## src/rtl/pri_enc_pkg.sv

```systemverilog
// Purpose : shared widths, counter size and collector FSM states for the priority-request path.
// Latency : n/a (declarations only).
// Backpr. : n/a.
package pri_enc_pkg;

    localparam int N_REQ = 8;
    localparam int IDX_W = 3;
    localparam int CNT_W = 8;

    typedef enum logic [1:0] {
        IDLE     = 2'd0,
        PRESENT  = 2'd1,
        WAIT_ENC = 2'd2,
        WAIT_ACK = 2'd3
    } state_e;

    // One-hot mask selecting a single request line.
    function automatic logic [N_REQ-1:0] line_bit(input logic [IDX_W-1:0] i);
        return N_REQ'(1) << i;
    endfunction

endpackage

```

## src/rtl/pri_req_sync.sv

```systemverilog
// Purpose : two-flop synchronizer for the raw request lines.
// Latency : 2 cycles.
// Backpr. : none; samples every cycle.
module pri_req_sync
    import pri_enc_pkg::*;
#(
    parameter int W = N_REQ
) (
    input  logic         clk,
    input  logic         rst_n,
    input  logic [W-1:0] d,
    output logic [W-1:0] q
);

    logic [W-1:0] s1_q, s1_d;
    logic [W-1:0] s2_q, s2_d;

    // Shift each stage forward by one cycle.
    always_comb begin
        s1_d = d;
        s2_d = s1_q;
    end

    // Both stages clear on reset so a held-high input is seen as a fresh edge.
    always_ff @(posedge clk or negedge rst_n) begin
        if (!rst_n) begin
            s1_q <= '0;
            s2_q <= '0;
        end else begin
            s1_q <= s1_d;
            s2_q <= s2_d;
        end
    end

    assign q = s2_q;

endmodule

```

## src/rtl/pri_req_collector.sv

```systemverilog
// Purpose : edge-collects 8 request lines, presents a masked snapshot to an external encoder, grants one line at a time.
// Latency : 4 cycles request edge -> grant_vld; +2 when PRI_REQ_SYNC_EN inserts the input synchronizer.
// Backpr. : grant held until ack or ACK_TIMEOUT (1..255); edges keep accumulating in pending, repeats raise sticky ovf.
module pri_req_collector
    import pri_enc_pkg::*;
#(
    parameter int ACK_TIMEOUT = 255
) (
    input  logic             clk,
    input  logic             rst_n,
    input  logic [N_REQ-1:0] req,
    input  logic [N_REQ-1:0] mask,
    output logic [N_REQ-1:0] a,
    output logic             vin,
    input  logic [IDX_W-1:0] idx,
    output logic             grant_vld,
    output logic [IDX_W-1:0] grant_idx,
    input  logic             ack,
    output logic             timeout,
    output logic [N_REQ-1:0] ovf,
    input  logic             ovf_clr
);

    localparam logic [CNT_W-1:0] TIMEOUT_VAL = CNT_W'(ACK_TIMEOUT);

    logic [N_REQ-1:0] req_s;
    logic [N_REQ-1:0] req_prev_q, req_prev_d;
    logic [N_REQ-1:0] edge_vec;
    logic [N_REQ-1:0] pending_q, pending_d;
    logic [N_REQ-1:0] ovf_q, ovf_d;
    logic [N_REQ-1:0] ack_clr;

    state_e           state_q, state_d;
    logic [N_REQ-1:0] a_q, a_d;
    logic             vin_q, vin_d;
    logic             grant_vld_q, grant_vld_d;
    logic [IDX_W-1:0] grant_idx_q, grant_idx_d;
    logic             timeout_q, timeout_d;
    logic [CNT_W-1:0] cnt_q, cnt_d;
    logic [CNT_W-1:0] cnt_inc;

`ifdef PRI_REQ_SYNC_EN
    pri_req_sync #(
        .W (N_REQ)
    ) u_sync (
        .clk   (clk),
        .rst_n (rst_n),
        .d     (req),
        .q     (req_s)
    );
`else
    assign req_s = req;
`endif

    // Rising-edge detect; an ack clearing a line loses to a new edge on that line,
    // and only an edge on a line that stays pending counts as an overflow.
    always_comb begin
        edge_vec   = req_s & ~req_prev_q;
        req_prev_d = req_s;
        pending_d  = (pending_q & ~ack_clr) | edge_vec;
        ovf_d      = (ovf_clr ? '0 : ovf_q) | (edge_vec & pending_q & ~ack_clr);
    end

    // Request history, pending set and sticky overflow flags.
    always_ff @(posedge clk or negedge rst_n) begin
        if (!rst_n) begin
            req_prev_q <= '0;
            pending_q  <= '0;
            ovf_q      <= '0;
        end else begin
            req_prev_q <= req_prev_d;
            pending_q  <= pending_d;
            ovf_q      <= ovf_d;
        end
    end

    // Grant sequencing: snapshot, encoder handshake, then wait for ack or timeout.
    always_comb begin
        state_d     = state_q;
        a_d         = a_q;
        vin_d       = 1'b0;
        grant_vld_d = grant_vld_q;
        grant_idx_d = grant_idx_q;
        timeout_d   = 1'b0;
        cnt_d       = cnt_q;
        cnt_inc     = cnt_q + CNT_W'(1);
        ack_clr     = '0;
        unique case (state_q)
            IDLE: begin
                if ((pending_q & mask) != '0) begin
                    a_d     = pending_q & mask;
                    vin_d   = 1'b1;
                    state_d = PRESENT;
                end
            end
            PRESENT: begin
                state_d = WAIT_ENC;
            end
            WAIT_ENC: begin
                // Encoder registered its answer on the PRESENT edge.
                grant_idx_d = idx;
                grant_vld_d = 1'b1;
                cnt_d       = '0;
                state_d     = WAIT_ACK;
            end
            WAIT_ACK: begin
                if (ack) begin
                    ack_clr     = line_bit(grant_idx_q);
                    a_d         = '0;
                    grant_vld_d = 1'b0;
                    state_d     = IDLE;
                end else if (cnt_inc == TIMEOUT_VAL) begin
                    // Abandon the grant; the line stays pending and is re-offered.
                    cnt_d       = cnt_inc;
                    timeout_d   = 1'b1;
                    a_d         = '0;
                    grant_vld_d = 1'b0;
                    state_d     = IDLE;
                end else begin
                    cnt_d = cnt_inc;
                end
            end
            default: begin
                state_d = IDLE;
            end
        endcase
    end

    // FSM state and its registered outputs.
    always_ff @(posedge clk or negedge rst_n) begin
        if (!rst_n) begin
            state_q     <= IDLE;
            a_q         <= '0;
            vin_q       <= 1'b0;
            grant_vld_q <= 1'b0;
            grant_idx_q <= '0;
            timeout_q   <= 1'b0;
            cnt_q       <= '0;
        end else begin
            state_q     <= state_d;
            a_q         <= a_d;
            vin_q       <= vin_d;
            grant_vld_q <= grant_vld_d;
            grant_idx_q <= grant_idx_d;
            timeout_q   <= timeout_d;
            cnt_q       <= cnt_d;
        end
    end

    assign a         = a_q;
    assign vin       = vin_q;
    assign grant_vld = grant_vld_q;
    assign grant_idx = grant_idx_q;
    assign timeout   = timeout_q;
    assign ovf       = ovf_q;

endmodule

```

## config.mk

```make
export PLATFORM = sky130hd
export DESIGN_NAME = pri_req_collector
export DESIGN_NICKNAME = d
export VERILOG_FILES = /design/src/rtl/pri_enc_pkg.sv /design/src/rtl/pri_req_sync.sv /design/src/rtl/pri_req_collector.sv
export SDC_FILE = /design/constraint.sdc
export NUM_CORES = 1
export LEC_CHECK = 0
export ABC_AREA = 1
export CORE_UTILIZATION = 46
export DETAILED_ROUTE_END_ITERATION = 7
export PLACE_DENSITY_LB_ADDON = 0.05
export SETUP_SLACK_MARGIN = 0.15
export SYNTH_ARGS = -nofsm -noshare
export SYNTH_HDL_FRONTEND = slang
export SYNTH_SLANG_ARGS = --single-unit
```

## constraint.sdc

```tcl
create_clock -name clk -period 2.2 [get_ports clk]
set_clock_uncertainty 0.2 [all_clocks]
set_input_delay 0.22 -clock clk [delete_from_list [all_inputs] [get_ports clk]]
set_output_delay 0.22 -clock clk [all_outputs]
set_load 0.005 [all_outputs]
```

==> results of run 1 <==
-- timing repair --
action / CTS / global route
endpoints found under the hold margin: 17 / 0
setup buffers: 0 / 0
hold buffers: 1 / 0
gates resized for setup: 0 / 0
setup endpoints to repair: 0 / 0
-- cell usage in the layout (no fill, tap or decap), types with 2 or more instances in the layout --
cell              n
clkbuf_8          5
ha_1              6
o32ai_1           3
inv_2             3
a21oi_1           4
o22ai_1           9
nor2_1           13
nand2_2           5
nand3_1          13
o21ai_1           2
o21ai_0          10
inv_1            34
nand2_1          80
clkdlybuf4s50_1  43
nor2_2            5
nand2_4           2
nor3_1            2
dfrtp_1          48
nand4_1           4
-- power groups by stage --
stage | registers (mW) | logic, mW | clock network, mW
final | 1.24 | 1.09 | 0.641
after global routing | 1.28 | 1.23 | 0.685
after CTS | 1.25 | 1.10 | 0.655
after detailed placement | 1.26 | 1.10 | 0
after global placement | 1.26 | 1.07 | 0
after floorplan | 1.24 | 0.615 | 0
-- worst max-delay path by stage --
stage	start	endpoint	slack, ps	cells after the start
6_report	cnt_q[0]	a[0]	340	10
5_1_grt	cnt_q[0]	a[5]	190	11
4_1_cts	cnt_q[0]	a[0]	340	11
3_5_place_dp	mask[3]	a[0]	320	10
3_3_place_gp	mask[5]	a[3]	340	10
2_1_floorplan	cnt_q[0]	a[0]	540	11
-- kinds of logic after synthesis --
family | share of synthesized area (%)
adder cells (fa/ha/maj) | 3.486
buffers and inverters | 6.798
flip-flops | 55.78
AO/OA/AOI/OAI | 8.310
AND/OR/NAND/NOR | 25.62
-- cell usage after synthesis (4+ instances only) --
cell type and n:
nand3_1 13, nand4_1 4, nor2_2 5, nor2_1 13, nand2_1 80, nand2_2 5, a21oi_1 4, dfrtp_1 48
inv_1 34, o21ai_0 10, ha_1 6, o22ai_1 9
-- critical path, stage by stage (launching register included) --
cell and delay (ps):
dfrtp_1 420, ha_1 210, nand3_1 140, o21ai_1 140, nand2_1 90, nor2_2 120, nand2_2 100, nand2_4 120
nand2_4 90, nand2_1 70, nand2_1 50
-- layer usage --
layer  wire length [µm]  up-vias  part of all wire, %  track usage, %
li1                   -      890                    -               -
met1               2105      786                   48           26.26
met2               2108       37                   48           32.49
met3                156        5                  3.5           4.329
met4                 55        0                  1.2           5.333
met5                  0        -                    0               0
-- final cells by class --
| type | count | area share (%) |
|---|---|---|
| clock buffer | 5 | 2.469 |
| clock inverter | 3 | 1.526 |
| inverter | 37 | 4.982 |
| multi-input combinational | 161 | 28.90 |
| sequential | 48 | 43.09 |
| tap | 52 | 2.334 |
| timing repair buffer | 46 | 16.70 |
-- through the flow --
stage          cell area, µm²  utilization (%)
2_1_floorplan            2153                -
3_3_place_gp             2666            60.40
3_5_place_dp             2666            60.40
4_1_cts                  2788            63.15
5_1_grt                  2788            63.15
6_report                 2788            63.15
-- registers in the layout, summed over array words and instances, names as in the netlist --
name	cells
a	8
cnt_q	8
ovf	8
pending_q	8
req_prev_q	8
grant_idx	3
state_q	2
grant_vld	1
timeout	1
vin	1
==> key figures, run 1 <==
Power and ir drop
  – Sw Share: 35.08%
  – Clock share of power: 21.5%
  – Power Density: 1068 nW/µm²
  – Max rail drop VDD: 518.1 µV
  – Sequential share of power: 41.8%
  – Lkg Pwr: 1.338 nW
  – NetSw: 1.044 mW
  – Tot Pwr: 2.977 mW
  – Int Pwr: 1.932 mW
  – Comb power frac: 36.7%

Placed design
  – DP HPWL: 3.417 mm
  – PortBufs: 44
  – Post-Place Worst Slack: 319.7 ps
  – Routability cong.: 0.8004
  – # placed instances: 343

Final layout
  – Sequential cell area: 1201 µm²
  – Share of cells above drive strength 1: 9.333%
  – Area grow syn2layout: 29.46%
  – Nets: 328
  – N_diodes: 0
  – Fillers: 403
  – Final cell count without fillers: 352
  – Area of the multi-input gates: 805.8 µm²

Logic synthesis
  – Primary FF master, synth: dfrtp_1
  – Asr flop ratio synth: 100.0%
  – EDFF count, synth: 0
  – Synthesized Nets: 277
  – Post-synth design cell area: 2153 µm²
  – Yosys reg bits: 48
  – Count of cell types in the netlist: 22
  – Average footprint of a synthesized cell: 8.683 µm²
  – Mapped Cells: 248
  – Synth area leaders: dfrtp_1, nand2_1, inv_1
  – Post-synth top area cell: dfrtp_1
  – Top-area cell type share of the netlist area: 55.78%
  – Register area share after synthesis: 55.78%
  – YS warnings: 0

Worst setup path
  – FF-to-FF Start: cnt_q[0]
  – Worst path required time: 2200 ps
  – Reg-to-Reg End: a[0]
  – CP Capture Type: register
  – R2r setup slk: 340 ps
  – Startpoint Class: register
  – Worst endpoint data arrival time: 1860 ps
  – R2R cell count: 10
  – CP Class: reg2reg
  – Worst-path fanout max: 8

Clock tree
  – CTS Buf Count: 5
  – CTS tree: built
  – Clock buffer depth: 2
  – Worst skew pair latency: 300 ps
  – H-tree Lvls: 2
  – CTS root buf: clkbuf_8
  – Sink Count: 48
  – CTS clk-pin slew, worst paths: 90 ps

Floorplanning
  – DIE AREA: 4959 µm²
  – I/O pin count: 45
  – Cell Rows: 24
  – Die Wd: 70.42 µm
  – DIE HEIGHT: 70.42 µm
  – CORE AREA: 4414 µm²
  – Starting Density: 48.78%

Outcome
  – Outcome: finished clean

Worst hold path
  – Worst Hold End: req_prev_q[6]
  – Min-delay src: req[6]
  – WHS Path Cells: 1
  – Min-delay worst type: in2reg

Drt
  – Remaining antenna violation count after routing: 0
  – Iter 0 DRT Violations: 98
  – DR WL/cell: 12.57 µm
  – Vias: 1,718
  – Vias per cell: 4.881
  – Final WL: 4.424 mm
  – DRC errors left: 0
  – Pre-antenna DRT Iters: 4

STA
  – Post-layout min period: 1856 ps
  – Pins Over Slew Limit: 0
  – Final setup viols: 0
  – Headroom to the max-slew limit: 70.38%
  – Worst slew pin tran: 444.3 ps
  – Final worst slack: 343.9 ps
  – Fin Setup TNS: 0 ps
  – Max Freq: 538.8 MHz
  – Final Cycle Share: 84.37%
  – Final hold violation count: 0
  – Hold WS: 174.2 ps
  – RSZ-0062 raised after global routing: false

Run
  – Max-cap violations: 0

GRT
  – GRT Overall Usage: 19.73%
  – Total grt overflow: 0
  – Vias in the first global route: 1,624
  – Largest net degree at the start of global routing: 32
  – First-pass GRT wire length: 7.562 mm
  – Initial antenna violation count: 0
Power figures use the tool's default switching activity.
==> run 2, diff against run 1 <==
==> constraint.sdc (replaced) <==
create_clock -name clk -period 1.9 [get_ports clk]
set_clock_uncertainty 0.2 [all_clocks]
set_input_delay 0.19 -clock clk [delete_from_list [all_inputs] [get_ports clk]]
set_output_delay 0.19 -clock clk [all_outputs]
set_load 0.005 [all_outputs]
==> run 2 against run 1 <==
  * Combinational power grew 25%
  * Clock-buffer cell count unchanged
  * Maximum frequency up 2.0%
  * Die area unchanged
  * Global-route usage up 0.39 points
  * Critical endpoint is now a[7]
  * Largest power group unchanged
  * Final cell count grew 1.7%
  * Setup slack lost 260 ps
  * Critical path depth rose by 1
  * Register-to-register slack lost 260 ps
  * Sequential cell count did not move
  * Core utilization up 2.3 points
  * Via count increased by 3.7%
==> key figures, run 2 (synthesized netlist as in run 1, its figures left out) <==
Floorplanning
  – Cell Rows: 24 (unchanged)
  – CORE AREA: 4414 µm² (unchanged)
  – DIE HEIGHT: 70.42 µm (unchanged)
  – I/O pin count: 45 (unchanged)
  – Starting Density: 48.78% (unchanged)
  – Die Wd: 70.42 µm (unchanged)
  – DIE AREA: 4959 µm² (unchanged)

Worst setup path
  – Worst path required time: 1940 ps (-260 ps)
  – R2r setup slk: 80 ps (-260 ps)
  – Worst endpoint data arrival time: 1860 ps (about the same)
  – Worst-path fanout max: 5 (-3)
  – CP Capture Type: register
  – R2R cell count: 11 (+1)
  – FF-to-FF Start: cnt_q[0]
  – CP Class: reg2reg
  – Startpoint Class: register
  – Reg-to-Reg End: a[7]

STA
  – RSZ-0062 raised after global routing: true
  – Headroom to the max-slew limit: 66.53% (-3.8 points)
  – Final setup viols: 0 (unchanged)
  – Worst slew pin tran: 502.0 ps (+57.73 ps)
  – Final Cycle Share: 95.73% (+11 points)
  – Hold WS: 147.2 ps (-27.06 ps)
  – Final hold violation count: 0 (unchanged)
  – Post-layout min period: 1819 ps (-37.17 ps)
  – Max Freq: 549.8 MHz (+2.0%)
  – Pins Over Slew Limit: 0 (unchanged)

Drt
  – Remaining antenna violation count after routing: 0 (unchanged)
  – DR WL/cell: 12.77 µm (+1.6%)
  – Vias per cell: 4.978 (+2.0%)
  – Final WL: 4.572 mm (+3.3%)
  – Vias: 1,782 (+3.7%)
  – Pre-antenna DRT Iters: 4 (unchanged)
  – Iter 0 DRT Violations: 101 (+3.1%)
  – DRC errors left: 0 (unchanged)

GRT
  – Initial antenna violation count: 0 (unchanged)
  – Largest net degree at the start of global routing: 29 (-9.4%)
  – Vias in the first global route: 1,705 (+5.0%)
  – First-pass GRT wire length: 7.590 mm (+0.37%)
  – GRT Overall Usage: 20.12% (+0.39 points)
  – Total grt overflow: 0 (unchanged)

Clock tree
  – Clock buffer depth: 2 (unchanged)
  – Sink Count: 48 (unchanged)
  – CTS root buf: clkbuf_8
  – CTS Buf Count: 5 (unchanged)
  – CTS tree: built
  – H-tree Lvls: 2 (unchanged)
  – CTS clk-pin slew, worst paths: 90 ps (about the same)
  – Worst skew pair latency: 300 ps (about the same)

Final layout
  – Sequential cell area: 1201 µm² (unchanged)
  – Area of the multi-input gates: 852.1 µm² (+5.7%)
  – Fillers: 383 (-5.0%)
  – Most frequent cells in the layout: nand2_1, dfrtp_1, clkdlybuf4s50_1, inv_1, nor2_1
  – Area grow syn2layout: 34.17%
  – Final core occ: 65.45% (+2.3 points)
  – Commonest non-fill, non-tap cell in the layout: nand2_1
  – N_diodes: 0 (unchanged)
  – Nets: 334 (+1.8%)
  – Share of cells above drive strength 1: 13.07% (+3.7 points)

Worst hold path
  – Min-delay worst type: in2reg
  – WHS Path Cells: 1 (unchanged)
  – Worst Hold End: req_prev_q[6]
  – Min-delay src: req[6]

Placed design
  – Routability cong.: 0.7947 (-0.71%)
  – PortBufs: 44 (unchanged)
  – DP HPWL: 3.362 mm (-1.6%)

Power and ir drop
  – Tot Pwr: 3.532 mW (+19%)
  – Power Density: 1223 nW/µm² (+14%)
  – Lkg Pwr: 1.382 nW (+3.2%)
  – Max rail drop VDD: 618.7 µV (+19%)

Outcome
  – Outcome: finished clean

Run
  – Max-cap violations: 0 (unchanged)
## run 2: cell count changes in the layout (fill, tap and decap cells not counted), sizes merged
cell | previous run | this run
buf | 2 | 8
## run 2: per-stage QoR
stage	cells	setup slack, ps	area, µm²	setup TNS, ps
after floorplan	248	241.8	2153	0
after global placement	346	91.99	2689	0
after detailed placement	346	42.78	2689	0
after CTS	356	143.5	2830	0
after global routing	358	-63.88	2889	-457.8
final	358	81.05	2889	0
## run 2: routing by layer
metal,vias up,track usage (%),routed length (µm)
li1,901,-,-
met1,813,25.31,2060
met2,60,32.91,2213
met3,8,5.339,211
met4,0,8.000,87
met5,-,0,0
## run 2: final cells by class
cell class              count  share of cell area [%]
flip-flops and latches     48                   41.58
clock buffers               5                   2.382
well taps                  52                   2.252
repair buffers             52                   17.93
multi-input cells         161                   29.49
clock inverters             3                   1.472
inverters                  37                   4.894
## run 2: repair_timing
action / in CTS / in global routing
gates cloned: 0 / 0
setup endpoints to repair: 14 / 17
pin swaps: 1 / 4
gates resized for setup: 4 / 9
endpoints found under the hold margin: 20 / 0
buffers inserted: 1 / 2
hold buffers: 1 / 0
## run 2: worst max path at each step
stage / end / start / cells after the start
global placement: a[6] / mask[0] / 10
finish: a[7] / cnt_q[0] / 11
detailed placement: a[7] / mask[0] / 10
CTS: a[7] / cnt_q[0] / 12
global route: a[1] / cnt_q[0] / 11
floorplan: a[0] / cnt_q[0] / 11
## run 2: worst max-delay path, stage by stage (launching register included)
cell     delay [ps]
dfrtp_1         440
inv_2           130
ha_1            160
nand2_1          50
nor2_1          130
nand3_1         100
nor2_2          100
nand2_2          80
nand2_4         100
buf_6           110
nand3_1          60
nand2_1          80
## run 2: power by group
part | switching [mW] | leakage [nW] | internal (mW)
sequential | 0.175 | 0.575 | 1.26
combinational | 0.711 | 0.752 | 0.649
clock | 0.344 | 0.0541 | 0.390
